==> src/rtl/tick_scheduler.sv <==
// tick_scheduler
// Game-speed tick generator for a tap/rhythm game. A 28-bit down-counter
// produces a one-cycle TICK every LOADn+1 clocks, where n is the current
// speed level. Every HITS_PER_LEVEL successful taps raise the level (up to 3),
// which shortens the tick period starting at the next reload.
//
// Ports
//   CLOCK_50   in   system clock, all state changes on its rising edge
//   RESET      in   asynchronous active-low reset
//   START      in   begin a game (only looked at while idle)
//   PAUSE      in   level, high freezes the game
//   HIT        in   one-cycle pulse per successful tap
//   GAME_OVER  in   end the game and return to idle
//   TICK       out  registered one-cycle game-advance pulse
//   LEVEL      out  current speed level 0..3
//   LEVEL_UP   out  registered one-cycle pulse when LEVEL increments
//   STATE      out  00 idle, 01 running, 10 paused
module tick_scheduler #(
  parameter logic [27:0] LOAD0          = 28'd49_999_999,
  parameter logic [27:0] LOAD1          = 28'd24_999_999,
  parameter logic [27:0] LOAD2          = 28'd12_499_999,
  parameter logic [27:0] LOAD3          = 28'd6_249_999,
  parameter int          HITS_PER_LEVEL = 8
) (
  input  logic       CLOCK_50,
  input  logic       RESET,
  input  logic       START,
  input  logic       PAUSE,
  input  logic       HIT,
  input  logic       GAME_OVER,
  output logic       TICK,
  output logic [1:0] LEVEL,
  output logic       LEVEL_UP,
  output logic [1:0] STATE
);

  typedef enum logic [1:0] {
    S_IDLE   = 2'b00,
    S_RUN    = 2'b01,
    S_PAUSED = 2'b10
  } state_t;

  localparam logic [7:0] HC_LAST = 8'(HITS_PER_LEVEL - 1);

  state_t      r_state, w_stateNext;
  logic [27:0] r_cnt, w_cntNext, w_load;
  logic [7:0]  r_hc, w_hcNext;
  logic [1:0]  r_level, w_levelNext;
  logic        r_tick, w_tickNext;
  logic        r_levelUp, w_levelUpNext;

  // Reload value for the level currently in force. Because this reads the
  // registered level, a hit landing on the same edge as a reload still
  // reloads with the old level's period.
  always_comb begin
    w_load = LOAD0;
    case (r_level)
      2'd0:    w_load = LOAD0;
      2'd1:    w_load = LOAD1;
      2'd2:    w_load = LOAD2;
      default: w_load = LOAD3;
    endcase
  end

  // All state lives here; everything is cleared the moment RESET goes low,
  // so an aborted game always lands back in idle waiting for START.
  always_ff @(posedge CLOCK_50 or negedge RESET) begin
    if (!RESET) begin
      r_state   <= S_IDLE;
      r_cnt     <= '0;
      r_hc      <= '0;
      r_level   <= '0;
      r_tick    <= 1'b0;
      r_levelUp <= 1'b0;
    end else begin
      r_state   <= w_stateNext;
      r_cnt     <= w_cntNext;
      r_hc      <= w_hcNext;
      r_level   <= w_levelNext;
      r_tick    <= w_tickNext;
      r_levelUp <= w_levelUpNext;
    end
  end

  // Next-state logic. Counters hold and pulses drop by default; GAME_OVER
  // beats PAUSE, which beats hit processing and counting. In idle, START
  // always wins entry to running even if PAUSE is also high: the pause is
  // honoured one edge later from the running state.
  always_comb begin
    w_stateNext   = r_state;
    w_cntNext     = r_cnt;
    w_hcNext      = r_hc;
    w_levelNext   = r_level;
    w_tickNext    = 1'b0;
    w_levelUpNext = 1'b0;

    case (r_state)
      S_IDLE: begin
        if (START) begin
          w_stateNext = S_RUN;
          w_cntNext   = LOAD0;
          w_hcNext    = '0;
          w_levelNext = 2'd0;
        end
      end

      S_RUN: begin
        if (GAME_OVER) begin
          w_stateNext = S_IDLE;
          w_cntNext   = '0;
        end else if (PAUSE) begin
          w_stateNext = S_PAUSED;
        end else begin
          if (r_cnt == 28'd0) begin
            w_cntNext  = w_load;
            w_tickNext = 1'b1;
          end else begin
            w_cntNext = r_cnt - 28'd1;
          end

          // At level 3 the hit counter keeps wrapping but the level saturates.
          if (HIT) begin
            if (r_hc == HC_LAST) begin
              w_hcNext = '0;
              if (r_level != 2'd3) begin
                w_levelNext   = r_level + 2'd1;
                w_levelUpNext = 1'b1;
              end
            end else begin
              w_hcNext = r_hc + 8'd1;
            end
          end
        end
      end

      S_PAUSED: begin
        if (GAME_OVER) begin
          w_stateNext = S_IDLE;
          w_cntNext   = '0;
        end else if (!PAUSE) begin
          w_stateNext = S_RUN;
        end
      end

      default: begin
        w_stateNext = S_IDLE;
      end
    endcase
  end

  assign TICK     = r_tick;
  assign LEVEL    = r_level;
  assign LEVEL_UP = r_levelUp;
  assign STATE    = r_state;

endmodule

==> config.mk <==
export PLATFORM = sky130hd
export DESIGN_NAME = tick_scheduler
export DESIGN_NICKNAME = d
export VERILOG_FILES = /design/src/rtl/tick_scheduler.sv
export SDC_FILE = /design/constraint.sdc
export NUM_CORES = 1
export LEC_CHECK = 0
export ABC_AREA = 1
export BUFFER_PORTS_ARGS = -buffer_cell sky130_fd_sc_hd__buf_4
export CAP_MARGIN = 20
export CELL_PAD_IN_SITES_DETAIL_PLACEMENT = 0
export CELL_PAD_IN_SITES_GLOBAL_PLACEMENT = 2
export CORE_UTILIZATION = 32
export CTS_BUF_LIST = sky130_fd_sc_hd__clkbuf_16
export CTS_CLUSTER_DIAMETER = 30
export DETAILED_ROUTE_END_ITERATION = 6
export GPL_TIMING_DRIVEN = 1
export PLACE_DENSITY = 0.87
export REMOVE_ABC_BUFFERS = 1
export SLEW_MARGIN = 15
export SYNTH_ARGS = -nofsm -noshare
export SYNTH_HDL_FRONTEND = slang
export SYNTH_SLANG_ARGS = --single-unit
==> constraint.sdc <==
create_clock -name CLOCK_50 -period 1.6 [get_ports CLOCK_50]
set_input_delay 0.48 -clock CLOCK_50 [delete_from_list [all_inputs] [get_ports CLOCK_50]]
set_output_delay 0.48 -clock CLOCK_50 [all_outputs]
set_load 0.05 [all_outputs]
### After elaboration in Yosys (flattened, before gate mapping)

Index checks and enable logic that the tools add are counted.

| storage, ports and cells | value |
|---|---|
| register bits after elaboration | 42 |
| word-level logic and storage cells | 70 |

| operators by class | value |
|---|---|
| add/sub/neg operators | 3 |
| equal/unequal tests | 16 |
| multiplexer cells | 36 |
| reductions and logical operators | 9 |

Operators with widths:

| cell | count |
|---|---|
| $mux 28 | 5 |
| $pmux 28 s3 | 1 |
| $pmux 26 s3 | 1 |
| $mux 8 | 5 |
| $logic_not 28->1 | 1 |
| $sub 28x1->28 const B | 1 |
| $mux 2 | 11 |
| $ne 2x2->1 const B | 8 |
| $pmux 8 s2 | 1 |
| $mux 1 | 10 |
| $ne 3x3->1 const B | 3 |
| $add 8x1->8 const B | 1 |
| $eq 8x3->1 const B | 1 |
| $reduce_and 7->1 | 1 |
| $pmux 2 s3 | 1 |
| $reduce_and 5->1 | 1 |
| $eq 2x1->1 const B | 2 |
| $eq 2x2->1 const B | 2 |
| $logic_not 2->1 | 2 |
| $pmux 2 s2 | 1 |
| $reduce_and 4->1 | 1 |
| $reduce_and 3->1 | 1 |
| $reduce_bool 3->1 | 1 |
| $add 2x1->2 const B | 1 |
| $reduce_bool 2->1 | 1 |

### Depth between registers and ports, before layout

Gate-level depths: netlist of run 1.

| depth | value |
|---|---|
| depth after elaboration | 7 |
| mapped depth | 11 |

### Worst setup path before layout of run 1

Ideal clock, no wire load.

| path | value |
|---|---|
| kind | reg2reg |
| from | register r_state[1], in the netlist STATE[1] |
| to | register r_cnt[17] |
| data arrival time | 1.902 ns |
| path slack | -0.424 ns |
| cell stages (with the launch flop) | 11 |
| path buffers | 2 |
| clock period less this slack | 2.024 ns |
| cells stage by stage | dfrtp_1 inv_1 ha_1 buf_4 nand2_4 o21ai_1 nor2_2 inv_2 nor2_4 buf_4 a21oi_1 |

| between the ends | value |
|---|---|
| cells in the longest elaborated chain, start to end | 3 |
| elaborated cells between the ends (all ways) | 9 |
| classes of those cells | 5 x eq/ne; 1 x mux; 3 x reduce/logical |

RTL lines:

| element | line | RTL |
|---|---|---|
| start: declaration | 45 | `state_t r_state, w_stateNext;` |
| start signal: assignment | 76 | `r_state <= w_stateNext;` |
| $eq 2x1->1 (tied with other cells) | 97 | `case (r_state)` |
| $ne 3x3->1 (no source line) (tied with other cells) | n/a |  |
| $reduce_and 4->1 (no source line) | n/a |  |
| end signal: assignment | 77 | `r_cnt <= w_cntNext;` |
| end: declaration | 46 | `logic [27:0] r_cnt, w_cntNext, w_load;` |

Parallel ways exist; a longest one is shown, timed or not.
A chain may end at the register's enable or synchronous reset.

### Final worst setup path of run 1

| path | value |
|---|---|
| from | register r_cnt[5] |
| to | register r_cnt[4] |

| between the ends | value |
|---|---|
| cells in the longest elaborated chain, start to end | 5 |

RTL lines:

| element | line | RTL |
|---|---|---|
| $logic_not 28->1 | 114 | `if (r_cnt == 28'd0) begin` |
| $mux 28 | 114 |  |
| $mux 28 | 111 | `end else if (PAUSE) begin` |
| $mux 28 | 108 | `if (GAME_OVER) begin` |
| $pmux 28 s3 | 97 |  |

No other way between the ends. The select of a mux whose other input is x is not followed.

==> reports/metrics.cfg, run 1 <==
[route]
drt_iter0_markers = 133
drc = 0
ant_nets = 0
wl_um = 10100
vias = 3320
wl_per_cell_um = 14.6
drtPass1Iterations = 4
avgViaCountPerCell = 4.81

[worst_setup_path]
r2r_end = r_cnt[4]$_DFFE_PN0P_
rrSetupSlack_ps = -70
critical_path_required_ps = 1820
critPathLaunchType = register
crit_type = reg2reg
ff2ff_path_depth = 10
rr_startpoint = r_cnt[5]$_DFFE_PN0P_
arrival_ps = 1890
crit_path_end_kind = register
worst-path-max-fanout = 8

[synthesis]
ys_seq_area_frac = 0.335
netlist_instances = 448
synth_edf_count = 0
avgSynthCellArea_um2 = 7.01
ys_warn_count = 0
synthArstFlopShare = 1.00
syn-cell-area_um2 = 3140
ys_ff_latch = 42
synth_flop_cell = dfrtp_1
yosys.cell_types.count = 35

[layout]
final_cell_mix = 100 x nand2_1, 93 x buf_4, 54 x nor2_1
finalNonFillerCells = 690
nNetsFinal = 580
area_growth_pct = 51.4
drive_above_1_share = 0.440
n_antenna_cell = 0
final_common_cell = nand2_1
fillers = 920

[placed_design]
dp.cells = 660
place_hpwl_um = 7200
port_buffers = 11
dp_slack_ps = -293
place.gp.congestion = 0.894

[sta]
fin_crit_sh = 1.04
whs_ps = 49.7
tightest_slew_ps = 433
worst_slack_ps = -70.4
slew_headroom = 0.712
hold_viol_final = 0
fmax_mhz = 599
setup_tns_ps = -951
fin_crit_ps = 1670
finalSetupViolations = 27
rsz0062_at_grt = true
skew_ps = 8.98
drv_slew = 0

[clock_network]
cts_tree = done
hold_buffers = 0
clkLatencyLatePin_ps = 290
clk_pin_slew_ps = 70
h-tree-depth = 2
cts_buffers = 5
root_buffer = clkbuf_16
cts_max_path_buffers = 2
clock-sinks = 42

[floorplanning]
start_util = 0.335
dieArea_um2 = 10200
ios = 12
core_um2 = 9370
rows = 35
fp.dieW_um = 101
die_h_um = 101

[power_and_ir_drop]
p_switching_mw = 3.21
p_leak_nw = 2.25
total_power_mw = 7.25
intPower_mw = 4.03
p_comb_frac = 0.627
ir_drop_mv = 1.35
swShare = 0.444
p_seq_frac = 0.233
pwr-share-clk = 0.140
cellPowerDensity_nw_per_um2 = 1520

[grt]
grt_pass1_vias = 3409
grt_start_max_net_pins = 29
antenna_found_initial = 0
grt_usage = 0.215
overflow = 0
grt_pass1_wl_um = 16700

[run_status]
violations = negative setup slack
run_status = finished, violations left

[worst_hold_path]
min_path_type = in2async

[run]
drv_cap = 0

[final cells by class]
| cell class | instances | area, um^2 | share of cell area |
|---|---|---|---|
| multi-input cells | 350 | 2250 | 0.474 |
| flip-flops and latches | 42 | 1060 | 0.222 |
| repair buffers | 111 | 940 | 0.198 |
| inverters | 50 | 205 | 0.0432 |
| well taps | 129 | 161 | 0.0340 |
| clock buffers | 5 | 125 | 0.0263 |
| clock inverters | 3 | 12.5 | 0.00263 |
[per-stage QoR]
step | utilization | cell area [um^2]
2_1_floorplan | - | 3090
5_1_grt | 0.507 | 4750
6_report | 0.507 | 4750
3_5_place_dp | 0.420 | 3940
3_3_place_gp | 0.420 | 3940
4_1_cts | 0.479 | 4480
[power groups by stage]
stage | registers (mW) | logic [mW] | clock network, mW
after floorplan | 1.77 | 1.70 | 0
after global placement | 1.64 | 3.29 | 0
after detailed placement | 1.65 | 3.31 | 0
after CTS | 1.65 | 4.25 | 1.03
after global routing | 1.73 | 4.96 | 1.07
final | 1.69 | 4.54 | 1.02
[worst max-delay path, stage by stage, from the launching register on]
cell and delay (ps):
dfrtp_2 450, nor2_4 160, nand2_4 80, buf_6 120
inv_4 50, nand2_4 40, nor2_4 240, nand2_8 130
o21ai_2 80, nand2_1 80, a21oi_2 160
[what timing repair did]
action                                  in CTS  in global routing
buffers inserted                            13                  8
gates resized for setup                     70                 61
pin swaps                                   32                 29
endpoints found under the setup margin      38                 41
gates cloned                                 1                  1
[state kept, by name (all words and copies together), names as in the netlist]
register  cells
TICK          1
STATE         2
r_cnt        28
LEVEL_UP      1
LEVEL         2
r_hc          8
[synth_stat cells, types with 2 or more instances]
master | instances | area, um^2
nor2_2 | 13 | 81.3
nand2_2 | 8 | 50.1
nand4_2 | 2 | 25.0
inv_1 | 39 | 146
a21oi_2 | 2 | 17.5
nand2_1 | 111 | 417
a31oi_1 | 2 | 12.5
a22oi_1 | 4 | 30.0
a21oi_1 | 28 | 140
nand4_1 | 7 | 43.8
nor2_1 | 73 | 274
buf_2 | 2 | 10.0
dfrtp_1 | 42 | 1050
o21ai_0 | 11 | 55.1
inv_2 | 11 | 41.3
xnor2_1 | 2 | 17.5
ha_1 | 14 | 175
nand3_1 | 26 | 130
nor2_4 | 7 | 78.8
buf_4 | 4 | 30.0
o21ai_1 | 12 | 60.1
xor2_1 | 9 | 78.8
nand2_4 | 3 | 33.8
nor3_1 | 5 | 25.0
[logic make-up after synthesis]
| kind of cell | after synthesis | synth area share |
|---|---|---|
| and+or+nand+nor | 259 | 0.385 |
| DFF | 42 | 0.335 |
| xor gates and xnor gates | 11 | 0.0307 |
| AOI/OAI and AO/OA | 65 | 0.118 |
| buffers and inverters | 57 | 0.0761 |
| adders and majority gates | 14 | 0.0558 |
[per-layer routing]
| layer | wire length, um | up-vias | global-route usage |
|---|---|---|---|
| met2 | 4710 | 70 | 0.364 |
| li1 | - | 1669 | - |
| met1 | 4640 | 1557 | 0.276 |
| met5 | 0 | - | 0 |
| met3 | 416 | 24 | 0.0312 |
| met4 | 325 | 0 | 0.0847 |
[worst max path at each step]
stage,slack [ps],startpoint,cells after the start,to
2_1_floorplan,-940,STATE[1]$_DFFE_PN0P_,8,r_cnt[0]$_DFFE_PN0P_
3_3_place_gp,-210,STATE[0]$_DFFE_PN0P_,10,r_cnt[15]$_DFFE_PN0P_
3_5_place_dp,-290,STATE[0]$_DFFE_PN0P_,10,r_cnt[13]$_DFFE_PN0P_
4_1_cts,-60,STATE[0]$_DFFE_PN0P_,12,r_cnt[25]$_DFFE_PN0P_
5_1_grt,-150,STATE[0]$_DFFE_PN0P_,10,r_hc[7]$_DFFE_PN0P_
6_report,-70,r_cnt[5]$_DFFE_PN0P_,10,r_cnt[4]$_DFFE_PN0P_
Note: power is estimated with default switching activity, not from simulation.
==> inputs of run 2 (changes only) <==
- ABC_AREA: 1 -> not set
- CORE_UTILIZATION: 32 -> 35
- MAX_ROUTING_LAYER: not set -> met4
- PLACE_DENSITY: 0.87 -> 0.88
- RECOVER_POWER: not set -> 100
==> run 2 against run 1 <==
  * The run still ends with negative setup slack left
  * Sequential cell count is the same
  * Maximum frequency down 24%
  * First-iteration DRC count grew 95%
  * Critical path type unchanged
  * Largest power group unchanged
  * Highest routed layer unchanged
==> reports/metrics.cfg, run 2 <==
[synthesis]
synth_xor_area_frac = 0.00313
synth_top_family_by_area = compound AO/OA/AOI/OAI gates
yosys.cell_types.count = 54
synth_common_cells = 42 x dfrtp_1, 22 x nor2_1, 21 x nand2_1
ys_ff_latch = 42
synth-compound-area-share = 0.256
netlist_instances = 321
synth-simple-area-share = 0.237
synth_edf_count = 0
synthMuxAreaShare = 0.0183
ys_top_cells_by_area = dfrtp_1 38%, ha_1 6.3%, a21oi_1 3.6%
ys_warn_count = 0
ys_seq_area_frac = 0.375
avgSynthCellArea_um2 = 8.73
synthArstFlopShare = 1.00
yosysMostFrequentCell = dfrtp_1
synth_flop_cell = dfrtp_1
synth_area_leader_cell = dfrtp_1
syn-cell-area_um2 = 2800
synth-adder-area-share = 0.0625
yosys.area.top_type_share = 0.375

[route]
avgViaCountPerCell = 5.77
drc = 0
drt_iter0_markers = 260
vias = 3218
wl_per_cell_um = 17.8
wl_um = 9910
drtPass1Iterations = 5
ant_nets = 0

[placed_design]
place.gp.congestion = 0.929
place_hpwl_um = 6580
dp_slack_ps = -746
port_buffers = 11

[layout]
multi_input_area_um2 = 2120
fillers = 665
top_regs = r_cnt (28), r_hc (8)
n_antenna_cell = 0
largest_reg_flops = 28
area_growth_pct = 67.0
largest-register = r_cnt
regArea_um2 = 1050
final_cell_mix = 118 x buf_4, 41 x dfrtp_1, 20 x nand2_1
drive_above_1_share = 0.509
nNetsFinal = 476
final_common_cell = buf_4

[grt]
grt_pass1_wl_um = 15600
grt_pass1_vias = 3200
grt_start_max_net_pins = 43
antenna_found_initial = 0
grt_usage = 0.245
overflow = 0

[sta]
drv_slew = 0
hold_viol_final = 0
fin_crit_sh = 1.37
fin_crit_ps = 2190
skew_ps = 5.52
whs_ps = 409
tightest_slew_ps = 1120
rsz0062_at_grt = true
finalSetupViolations = 38
worst_slack_ps = -588
slew_headroom = 0.250
fmax_mhz = 457

[clock_network]
clk_pin_slew_ps = 60
cts_max_path_buffers = 2
cts_tree = done
clkLatencyLatePin_ps = 280
cts_buffers = 5
clock-sinks = 42
root_buffer = clkbuf_16
h-tree-depth = 2
hold_buffers = 0

[power_and_ir_drop]
cellPowerDensity_nw_per_um2 = 1530
ir_drop_mv = 0.940
p_leak_nw = 2.06

[worst_setup_path]
cp_cell_sequence = or4_4, or4_4, or3_4, a311oi_1
cp_common_cell = or4_4
worst-path-max-fanout = 6
arrival_ps = 2370
critPathLaunchType = register
critical_path_required_ps = 1780
path_delay_family = simple AND/OR/NAND/NOR gates
worst-path-buf-inv = 0
slowest_stage = or4_4
cpPeakStageDelay_ps = 560
crit_path_end_kind = register
crit_type = reg2reg

[run_status]
run_status = finished, violations left
violations = negative setup slack

[floorplanning]
ios = 12
die_h_um = 91.5
rows = 32
dieArea_um2 = 8370
start_util = 0.363
core_um2 = 7730
fp.dieW_um = 91.5

[worst_hold_path]
min_path_type = in2async

[run]
drv_cap = 0

## run 2: changes by cell type in the layout (fill, tap and decap cells not counted), sizes merged, moves of 10 or more
cell,previous run,this run
nand3,26,9
buf,111,140
inv,50,16
nor2,94,22
nand2,123,21
nor4,1,11
## run 2: final cells by class
type,count,area share
Clock inverter,2,0.00214
Multi-Input combinational cell,245,0.453
Sequential cell,42,0.225
Timing Repair Buffer,146,0.252
Inverter,16,0.0139
Clock buffer,5,0.0267
Tap cell,102,0.0273
## run 2: path summary, 6_finish.rpt
path | start | end | slack (ps) | depth (start not counted)
max in group asynchronous | RESET | STATE[1]$_DFFE_PN0P_ | 440 | 1
setup / recovery | r_cnt[9]$_DFFE_PN0P_ | r_cnt[23]$_DFFE_PN0P_ | -590 | 4
hold / removal | RESET | r_cnt[27]$_DFFE_PN0P_ | 410 | 1
min in group CLOCK_50 | r_hc[1]$_DFFE_PN0P_ | r_hc[1]$_DFFE_PN0P_ | 530 | 2
hold reg to reg | r_hc[1]$_DFFE_PN0P_ | r_hc[1]$_DFFE_PN0P_ | 530 | 2
setup reg to reg | r_cnt[9]$_DFFE_PN0P_ | r_cnt[23]$_DFFE_PN0P_ | -590 | 4
## run 2: power by group
| part | internal [mW] | switching, mW |
|---|---|---|
| clock | 0.564 | 0.407 |
| sequential | 1.35 | 0.205 |
| combinational | 2.30 | 2.32 |
| total | 4.21 | 2.93 |
## run 2: logic make-up after synthesis
kind of cell | after synthesis
adders and majority gates | 14
muxes | 5
buffers and inverters | 34
AOI/OAI and AO/OA | 104
and+or+nand+nor | 121
DFF | 42
xor gates and xnor gates | 1
## run 2: repair_timing
item,in CTS,in global routing
gates cloned,2,0
resized for setup,76,70
setup endpoints to repair,42,42
buffers inserted,7,14
pin swaps,11,25
## run 2: metrics by stage
| step | cells | instance area, um^2 | power (mW) | util | TNS, ps |
|---|---|---|---|---|---|
| 3_5_place_dp | 531 | 3820 | 5.06 | 0.494 | -21170 |
| 5_1_grt | 558 | 4680 | 7.55 | 0.606 | -16660 |
| 6_report | 558 | 4680 | 7.14 | 0.606 | -14140 |
| 2_1_floorplan | 303 | 2730 | 3.28 | - | -45380 |
| 4_1_cts | 547 | 4350 | 6.55 | 0.563 | -13270 |
| 3_3_place_gp | 531 | 3820 | 4.99 | 0.494 | -19910 |
## run 2: per-layer routing
metal / global-route usage / routed length [um] / part of all wire
met3: 0.0335 / 659 / 0.066
met2: 0.401 / 4780 / 0.48
met1: 0.310 / 4250 / 0.43
met4: 0.0847 / 220 / 0.022
met5: - / 0 / 0
## run 2: worst register-to-register path, stage by stage, from the launching register on
cell and delay, ps:
dfrtp_1 380, or4_4 540, or4_4 570, or3_4 360
a311oi_1 240
